### src/rtl/alu_ctrl_pipe.sv
// ALU control decoder with a one-entry valid/ready output stage and optional shift splitting.
// Define ALU_CTRL_MULTICYCLE_SHIFT_EN to split shifts into micro-ops of at most STEP positions.
`timescale 1ns/1ps
module alu_ctrl_pipe #(
    parameter int SHAMT_W = 4,
    parameter int STEP    = 1
) (
    input  logic               clk,
    input  logic               rst,
    input  logic               in_valid,
    output logic               in_ready,
    input  logic [4:0]         ALU_op,
    input  logic [1:0]         ALU_funct,
    input  logic [SHAMT_W-1:0] shamt,
    output logic               out_valid,
    input  logic               out_ready,
    output logic               invA,
    output logic               invB,
    output logic               sign,
    output logic               cin,
    output logic               passA,
    output logic               passB,
    output logic [2:0]         op_to_alu,
    output logic [SHAMT_W-1:0] amt,
    output logic               last
);

    typedef enum logic [1:0] {EMPTY, HOLD, MULTI} state_t;

    typedef struct packed {
        logic       inv_a;
        logic       inv_b;
        logic       sign;
        logic       cin;
        logic       pass_a;
        logic       pass_b;
        logic [2:0] op;
    } ctrl_t;

`ifdef ALU_CTRL_MULTICYCLE_SHIFT_EN
    localparam bit MULTI_EN = 1'b1;
`else
    localparam bit MULTI_EN = 1'b0;
`endif
    localparam logic [SHAMT_W-1:0] STEP_AMT = SHAMT_W'(STEP);

    state_t               state;
    ctrl_t                ctrl_q;
    ctrl_t                dec;
    logic                 dec_shift;
    logic [SHAMT_W-1:0]   rem;
    logic [SHAMT_W-1:0]   load_amt, load_rem;
    logic [SHAMT_W-1:0]   step_amt, step_rem;
    logic                 accept;

    function automatic logic [SHAMT_W-1:0] chunk(input logic [SHAMT_W-1:0] r);
        return (r > STEP_AMT) ? STEP_AMT : r;
    endfunction

    assign out_valid = (state != EMPTY);
    assign in_ready  = !out_valid || (out_ready && last);
    assign accept    = in_valid && in_ready;

    assign invA      = ctrl_q.inv_a;
    assign invB      = ctrl_q.inv_b;
    assign sign      = ctrl_q.sign;
    assign cin       = ctrl_q.cin;
    assign passA     = ctrl_q.pass_a;
    assign passB     = ctrl_q.pass_b;
    assign op_to_alu = ctrl_q.op;

    // NOTE: every signal written here gets a default first, so no path leaves it unassigned and no latch is inferred.
    always_comb begin
        dec       = '0;
        dec_shift = 1'b0;
        unique case (ALU_op)
            5'b11011: begin
                unique case (ALU_funct)
                    2'b00:   dec.op = 3'b100;
                    2'b01:   begin dec.op = 3'b100; dec.inv_a = 1'b1; dec.cin = 1'b1; end
                    2'b10:   dec.op = 3'b110;
                    default: begin dec.op = 3'b111; dec.inv_b = 1'b1; end
                endcase
            end
            5'b11111, 5'b10000, 5'b10001, 5'b10011, 5'b11001: dec.op = 3'b100;
            5'b01000: begin dec.op = 3'b100; dec.sign = 1'b1; end
            5'b11100, 5'b01001: begin dec.op = 3'b100; dec.inv_a = 1'b1; dec.cin = 1'b1; end
            5'b11101, 5'b11110: begin dec.op = 3'b100; dec.inv_b = 1'b1; dec.cin = 1'b1; end
            5'b01010: dec.op = 3'b110;
            5'b01011: begin dec.op = 3'b111; dec.inv_b = 1'b1; end
            5'b10010: dec.op = 3'b101;
            5'b11000: dec.pass_b = 1'b1;
            5'b11010: begin dec.op = {1'b0, ALU_funct}; dec_shift = 1'b1; end
            5'b10100, 5'b10101, 5'b10110, 5'b10111: begin
                dec.op    = {1'b0, ALU_op[1:0]};
                dec_shift = 1'b1;
            end
            default: ;
        endcase
    end

    // Chunks never exceed what remains, so the subtractions cannot wrap.
    always_comb begin
        load_amt = '0;
        load_rem = '0;
        if (dec_shift) begin
            if (MULTI_EN) begin
                load_amt = chunk(shamt);
                load_rem = shamt - load_amt;
            end else begin
                load_amt = shamt;
            end
        end
        step_amt = chunk(rem);
        step_rem = rem - step_amt;
    end

    // NOTE: state registers use non-blocking assignments so every flop samples pre-edge values.
    always_ff @(posedge clk) begin
        if (rst) begin
            state  <= EMPTY;
            ctrl_q <= '0;
            amt    <= '0;
            last   <= 1'b0;
            rem    <= '0;
        end else if (accept) begin
            ctrl_q <= dec;
            amt    <= load_amt;
            rem    <= load_rem;
            last   <= (load_rem == '0);
            state  <= (load_rem == '0) ? HOLD : MULTI;
        end else if (out_valid && out_ready) begin
            if (state == MULTI) begin
                amt   <= step_amt;
                rem   <= step_rem;
                last  <= (step_rem == '0);
                state <= (step_rem == '0) ? HOLD : MULTI;
            end else begin
                state  <= EMPTY;
                ctrl_q <= '0;
                amt    <= '0;
                last   <= 1'b0;
            end
        end
    end

endmodule

### config.mk
export PLATFORM = sky130hd
export DESIGN_NAME = alu_ctrl_pipe
export DESIGN_NICKNAME = d
export VERILOG_FILES = /design/src/rtl/alu_ctrl_pipe.sv
export SDC_FILE = /design/constraint.sdc
export NUM_CORES = 1
export LEC_CHECK = 0
export ABC_AREA = 0
export CAP_MARGIN = 0
export CORE_MARGIN = 8
export CORE_UTILIZATION = 45
export DETAILED_ROUTE_END_ITERATION = 8
export PLACE_DENSITY = 0.87
export SLEW_MARGIN = 10
export SYNTH_ARGS = -nofsm -noshare
export SYNTH_HDL_FRONTEND = slang
export SYNTH_SLANG_ARGS = --single-unit
### constraint.sdc
create_clock -name clk -period 1.6 [get_ports clk]
set_input_delay 0.24 -clock clk [delete_from_list [all_inputs] [get_ports clk]]
set_output_delay 0.24 -clock clk [all_outputs]
set_load 0.05 [all_outputs]
[Word-level counts from Yosys, hierarchy flattened]
Cells that the tools add are included.
Word-level totals
  bits in registers: 19
  input bits: 15
  output and inout bits: 16
Cells by class
  add/sub/neg operators: 1
  order comparisons: 1
  equality and inequality tests: 24
  muxes and demuxes: 25
  reductions and logical operators: 20
Operators with widths (number)
  == test 5 bit, second input constant: 16
  two-way mux 9 bit: 3
  case mux 3 bit (7 select lines): 1
  == test 5 x 4 -> 1 bit, second input constant: 4
  two-way mux 4 bit: 5
  two-way mux 1 bit: 10
  OR reduction 10 bit: 1
  OR reduction 4 bit: 2
  case mux 1 bit (2 select lines): 3
  OR reduction 2 bit: 3
  OR reduction 3 bit: 2
  OR reduction 5 bit: 1
  == test 2 bit, second input constant: 2
  greater-than comparator 4 x 1 -> 1 bit, second input constant: 1
  logical NOT 4 bit: 1
  two-way mux 2 bit: 2
  case mux 2 bit (2 select lines): 1
  AND reduction 2 bit: 2
  nonzero test 2 bit: 2
  subtractor 4 bit: 1
  logical AND 1 bit: 3
  == test 2 x 1 -> 1 bit, second input constant: 1
  logical NOT 2 bit: 1
  != test 2 bit, second input constant: 1
  other kinds (2): 2

[Depth between registers and ports, before layout]
Gate-level depths: netlist (run 1).
  depth in word-level cells: 8
  gate-level depth with buffers: 7
  mapped depth without buffers: 7

[Worst setup path before layout (run 1)]
OpenSTA, ideal clock, no wires.
  path type: flip-flop to flip-flop
  start: register last
  end: register ctrl_q, in the netlist op_to_alu[2]
  library setup time: 0.067 ns
  arrival time: 1.712 ns
  data required time: 1.533 ns
  path slack: -0.178 ns
  cell stages (with the launch flop): 5
  path buffers: 0
  path through: dfxtp_1 -> nand2_1 -> a221o_1 -> a211o_1 -> a21oi_2
On the way
  longest elaborated chain between the ends: 5
Ends and longest elaborated chain
  start: declaration: RTL line 25  | output logic last
  start signal: assignment: RTL line 130  | last <= (load_rem == '0);
  start signal: assignment: RTL line 136  | last <= (step_rem == '0);
  logical AND 1 bit *: RTL line 61  | assign in_ready = !out_valid || (out_ready && last);
  logical OR 1 bit *: RTL line 61
  logical AND 1 bit *: RTL line 62  | assign accept = in_valid && in_ready;
  != test 2 bit (no source line) or nonzero test 2 bit (tied branches)
  AND reduction 2 bit (no source line)
  end signal: assignment: RTL line 122  | ctrl_q <= '0;
  end signal: assignment: RTL line 127  | ctrl_q <= dec;
  end signal: assignment: RTL line 140  | ctrl_q <= '0;
  end: declaration: RTL line 48  | ctrl_t ctrl_q;
Every way passes the cells marked *; elsewhere a longest branch is shown, timed or not.
A chain may end at the register's enable or synchronous reset.

[Worst setup path in the final report (run 1)]
  start: register state[1]
  end: output port in_ready
On the way
  longest elaborated chain between the ends: 3
Ends and longest elaborated chain
  start: declaration: RTL line 47  | state_t state;
  start signal: assignment: RTL line 131  | state <= (load_rem == '0) ? HOLD : MULTI;
  start signal: assignment: RTL line 137  | state <= (step_rem == '0) ? HOLD : MULTI;
  nonzero test 2 bit: RTL line 60  | assign out_valid = (state != EMPTY);
  logical NOT 1 bit: RTL line 61
  logical OR 1 bit: RTL line 61
  end: declaration: RTL line 11  | output logic in_ready,
No other way between the ends.

==> impl_metrics.csv, run 1 <==
group,metric,value,unit
sta,fin_crit_sh,95.9,%
outcome,run_status,"finished, final reports clean",
floorplanning,coreArea,2150,um2
worst_setup_path,critical_path_class,"register to primary output",
synth,synthesis.nets,137,
synth,yosysSeqAreaShare,36.0,%
synth,synth_cell_types,44,
clocking,cts_setup_buffers,0,
floorplanning,fp.dieH,63.2,um
place,gp_congestion,0.886,
route,ant_nets,0,
power_and_ir_drop,p_per_area,644,nW/um2
floorplanning,dieArea,3990,um2
worst_setup_path,crit_slowest_cell,"dfxtp_1",
worst_setup_path,crit_buf_inv,2,
global_route,grt_max_degree,11,
sta,finalHoldViolCount,0,
floorplanning,start_util,46.7,%
worst_setup_path,arrival,1.29,ns
synth,yosysTopAreaCell,"dfxtp_1",
route,wl_per_cell,14.6,um
synth,synth_top_area_share,36.0,%
synth,syn_area_per_cell,8.35,um2
synth,synthFlopType,"dfxtp_1",
synth,synth_async_sr_flop_share,0,%
synth,yosysMostFrequentCell,"dfxtp_1",
clocking,cts_tree,"done",
global_route,grt_pass1_wl,4710,um
synth,syn_inst,120,
synth,synthesis.area,1000,um2
clocking,worstSkewPairLatency,0.29,ns
sta,slew_violations,0,
global_route,overflow,0,
global_route,grt_pass1_vias,1079,
route,vias,1075,
sta,rsz0062_at_grt,"no",
synth,yosysWarnings,0,
sta,fmax,0.652,GHz
cells_and_area,n_antenna_cell,0,
clocking,clk_pin_slew_worst_paths,0.11,ns
global_route,grt_use_total,13.7,%
worst_setup_path,cp_top_family,"flip-flops",
synth,synthTopCellsByCount,"18 x dfxtp_1, 14 x nor2_1, 10 x nand2_1, 8 x inv_1",
synth,synth-edff-count,0,
cells_and_area,final_nets,187,
floorplanning,row_count,17,
synth,synth_seq_cells,18,
worst_setup_path,worst_setup_path_end_kind,"primary output",
worst_setup_path,worstPathMaxFanout,5,
place,place_ws,-0.252,ns
sta,setup_slack,0.0655,ns
sta,maxSlewHeadroom,67.9,%
worst_hold_path,holdCritPathClass,"register to register",
worst_setup_path,path_cells,"or2_4 -> buf_4 -> nand2_2 -> buf_12",
power_and_ir_drop,vdd_drop_max,0.599,mV
cells_and_area,area_growth,49.3,%
route,post_drt_via_cell_ratio,5.46,
worst_setup_path,slowest_delay,0.36,ns
clocking,clock_sinks,18,
synth,synthTopCellsByArea,"dfxtp_1 36%, nor2_1 5.2%, nand2_1 3.7%",
clocking,cts_made_buffers,3,
sta,tightest_slew,0.469,ns
sta,setup_tns,0,ns
clocking,clk_path_buf_depth,2,
sta,fin_worst_skew,0.0129,ns
sta,finalSetupViolations,0,
route,drt_iter0_markers,39,
route,drt-total-wl,2880,um
clocking,cts-root-buf,"clkbuf_4",
global_route,antenna_found_initial,0,
worst_setup_path,critPathRequiredTime,1.36,ns
job,max_cap_violations,0,
place,hpwl,2300,um
power_and_ir_drop,power.leakage,0.614,nW
floorplanning,fp.dieW,63.2,um
route,drc,0,
floorplanning,io-pin-count,31,
clocking,htreeDepth,1,
worst_setup_path,cp-start-kind,"register",
sta,fin_crit,1.53,ns
route,dr.pass1.iters,4,
place,portBuffers,29,
cells_and_area,drive_above_1_share,32.0,%
[flip-flops by register name, summed over array words and instances (netlist names)]
signal and flops:
sign 1, last 1, amt 4, cin 1, rem 4, passB 1, op_to_alu 3, state 1
invB 1, invA 1
[final timing paths]
kind	cells past startpoint	endpoint	slack (ns)	from
setup / recovery	4	in_ready	0.07	state[1]
hold / removal	2	invA	0.48	invA
setup reg to reg	7	state[1]	0.09	rem[2]
hold reg to reg	2	invA	0.48	invA
[through the flow]
step / total power, mW / utilization, % / hold slack [ns] / instances / area (um2)
detailed placement: 0.735 / 66.9 / 0.463 / 193 / 1440
global placement: 0.729 / 66.9 / 0.445 / 193 / 1440
global route: 0.998 / 69.7 / 0.499 / 197 / 1500
finish: 0.964 / 69.7 / 0.482 / 197 / 1500
CTS: 0.961 / 68.4 / 0.482 / 197 / 1470
floorplan: 0.610 / - / 0.318 / 120 / 1010
[layout by cell type, fill, tap and decap left out, types with 3 or more instances in the layout]
cell type / instances
nand2_1: 9
a22oi_1: 4
clkbuf_4: 3
a211oi_1: 3
buf_4: 34
a21oi_1: 6
nand3b_1: 3
nand2b_1: 4
a32oi_1: 3
dfxtp_1: 15
inv_1: 8
clkdlybuf4s50_1: 14
nor3_1: 5
nor2_1: 14
[worst register-to-register path, cell delays in order (launching register included)]
cell,delay (ns)
dfxtp_1,0.35
nor3_4,0.19
nor2_1,0.08
ha_1,0.23
nand2_1,0.07
o2bb2ai_1,0.09
a21o_2,0.22
a211oi_2,0.22
[report_power, final]
part           internal (mW)  switching (mW)  total (mW)
logic                  0.125           0.142       0.267
registers              0.456         0.00802       0.464
clock network         0.0967           0.136       0.233
[cell type report]
cell class / instances / area [um2]
Multi-Input combinational cell: 89 / 601
Fill cell: 166 / 652
Sequential cell: 18 / 369
Timing Repair Buffer: 50 / 435
Clock buffer: 4 / 26.3
Tap cell: 28 / 35.0
Inverter: 8 / 30.0
[layer usage]
metal | wire length, um | GRT usage [%] | part of all wire (%)
met1 | 1280 | 16.2 | 44
met2 | 1380 | 23.0 | 48
met3 | 181 | 3.00 | 6.3
met4 | 42 | 6.41 | 1.5
met5 | 0 | 0 | 0
[logic make-up (layout without fill, tap and decap cells)]
family	after synthesis	count (layout)	synth area share (%)
AOI/OAI and AO/OA	34	34	26.0
xor gates and xnor gates	2	2	1.75
adders and majority gates	2	2	2.50
buffers and inverters	13	62	6.99
DFF	18	18	36.0
muxes	2	2	2.00
other	1	1	0.374
and+or+nand+nor	48	48	24.5
[repair_timing]
action,CTS,global route
endpoints found under the setup margin,2,4
pin swaps,0,0
hold buffers,0,0
resized for setup,2,8
Note: power is estimated with default switching activity, not from simulation.
==> run 2, diff against run 1 <==
Settings changed: SKIP_LAST_GASP set to 1.
==> run 2 against run 1 <==
Clock power barely moved. Die area is the same. Design area fell by 0.75%. Critical endpoint unchanged. Flip-flop and latch count stayed put. Wire length grew 0.10%. Hold slack barely moved. Final cell count unchanged. Combinational power barely moved. Sequential share of layout area about the same. Non-clock buffer count unchanged. Utilization decreased by 0.52 points. Critical path type unchanged. Via count fell by 0.93%.
==> impl_metrics.csv, run 2 (synthesis gave the netlist of run 1 again) <==
group,metric,value,unit
cells_and_area,drive_above_1_share,31.4,%
clocking,cts-root-buf,"clkbuf_4",
clocking,cts_made_buffers,3,
sta,setup_tns,0,ns
sta,fin_worst_skew,0.0132,ns
clocking,htreeDepth,1,
route,drc,0,
floorplanning,row_count,17,
sta,fin_crit_sh,98.0,%
worst_hold_path,hold_end,"invA",
floorplanning,start_util,46.7,%
power_and_ir_drop,vdd_drop_max,0.601,mV
cells_and_area,layout_common_cells,"34 x buf_4, 15 x dfxtp_1, 14 x nor2_1, 14 x clkdlybuf4s50_1, 10 x nand2_1",
sta,tightest_slew,0.474,ns
worst_setup_path,reg2regPathDepth,7,
power_and_ir_drop,internal-power,679,uW
place,hpwl,2300,um
worst_setup_path,regToRegEndpoint,"state[1]",
worst_setup_path,arrival,1.33,ns
power_and_ir_drop,p_per_area,650,nW/um2
worst_setup_path,critPathRequiredTime,1.36,ns
worst_hold_path,holdCritStartpoint,"invA",
worst_setup_path,cp-start-kind,"register",
power_and_ir_drop,power_frac_comb,27.6,%
power_and_ir_drop,seqPwrFrac,48.2,%
cells_and_area,n_antenna_cell,0,
place,gp_congestion,0.886,
global_route,overflow,0,
cells_and_area,num-fill-cells,168,
clocking,clk_pin_slew_worst_paths,0.11,ns
worst_setup_path,worst_setup_path_end_kind,"primary output",
route,vias,1065,
floorplanning,fp.dieH,63.2,um
power_and_ir_drop,p_clk_share,24.2,%
global_route,grt_max_degree,11,
worst_hold_path,hold_depth,2,
route,post_drt_via_cell_ratio,5.41,
floorplanning,dieArea,3990,um2
cells_and_area,finalNonFillerCells,197,
sta,holdWs,0.482,ns
place,portBuffers,29,
worst_setup_path,critical_path_class,"register to primary output",
floorplanning,io-pin-count,31,
sta,rsz0062_at_grt,"yes",
clocking,worstSkewPairLatency,0.29,ns
power_and_ir_drop,power.switching,287,uW
clocking,clk_path_buf_depth,2,
worst_setup_path,r2r_setup_slack,0.08,ns
route,wl_per_cell,14.7,um
global_route,antenna_found_initial,0,
cells_and_area,area_growth,48.2,%
cells_and_area,final_nets,187,
worst_hold_path,holdCritPathClass,"register to register",
worst_setup_path,r2r-start,"rem[3]",
clocking,cts_tree,"done",
route,drt-total-wl,2890,um
cells_and_area,final_common_cell,"buf_4",
floorplanning,coreArea,2150,um2
sta,finalSetupViolations,0,
power_and_ir_drop,total_power,965,uW
route,dr.pass1.iters,4,
global_route,grt_pass1_vias,1079,
clocking,clock_sinks,18,
sta,slew_violations,0,
worst_setup_path,worstPathMaxFanout,5,
floorplanning,fp.dieW,63.2,um
global_route,grt_pass1_wl,4710,um
power_and_ir_drop,sw_frac_of_total,29.7,%
sta,fin_crit,1.57,ns
sta,finalHoldViolCount,0,
job,max_cap_violations,0,
route,ant_nets,0,
route,drt_iter0_markers,35,
sta,maxSlewHeadroom,67.6,%
power_and_ir_drop,power.leakage,0.609,nW
outcome,run_status,"finished, final reports clean",
place,place_ws,-0.252,ns
place,dpl.cell_count,193,
global_route,grt_use_total,13.7,%
sta,fmax,0.638,GHz
sta,setup_slack,0.0324,ns
run 2: cell counts in the layout (fill, tap and decap cells not counted):
Identical to the previous run, type by type.
run 2: worst max-delay path by stage:
stage          startpoint            to  slack [ns]  cells past startpoint
2_1_floorplan        last  op_to_alu[2]        0.02                      5
3_3_place_gp    ALU_op[2]  op_to_alu[2]       -0.18                      5
3_5_place_dp    ALU_op[2]  op_to_alu[2]       -0.25                      5
4_1_cts         ALU_op[2]  op_to_alu[0]        0.03                      5
5_1_grt            rem[3]      state[1]       -0.01                      7
6_report         state[1]      in_ready        0.03                      4
run 2: stage by stage:
stage | util [%] | instance area, um2
after floorplan | - | 1010
after global placement | 66.9 | 1440
after detailed placement | 66.9 | 1440
after CTS | 68.4 | 1470
after global routing | 69.1 | 1490
final | 69.1 | 1490
run 2: repair_timing:
action / in CTS / in global routing
endpoints found under the setup margin: 2 / 4
hold buffers: 0 / 0
setup buffers: 0 / 0
resized for setup: 2 / 5
pin swaps: 0 / 0
run 2: area by class of cell:
class                   instances  area (um2)  area share [%]
multi-input cells              89         592            39.8
repair buffers                 50         435            29.3
flip-flops and latches         18         367            24.7
well taps                      28        35.0            2.36
inverters                       8        30.0            2.02
clock buffers                   4        26.3            1.77
run 2: critical path: stages (launching register included):
cell and delay [ns]:
dfxtp_1 0.36, or2_4 0.29, buf_4 0.15, nand2_1 0.09, buf_12 0.14
run 2: per-layer routing:
| metal | global-route usage [%] | vias up | share of wire (%) |
|---|---|---|---|
| met4 | 6.41 | 0 | 1.5 |
| met5 | 0 | - | 0 |
| li1 | - | 534 | - |
| met2 | 23.0 | 38 | 47 |
| met3 | 3.00 | 4 | 6.1 |
| met1 | 16.2 | 489 | 45 |
run 2: power by group through the flow:
stage	sequential, mW	combinational, mW	clock (mW)
floorplan	0.508	0.102	0
global placement	0.475	0.254	0
detailed placement	0.475	0.260	0
CTS	0.465	0.263	0.233
global route	0.467	0.282	0.250
finish	0.465	0.267	0.233
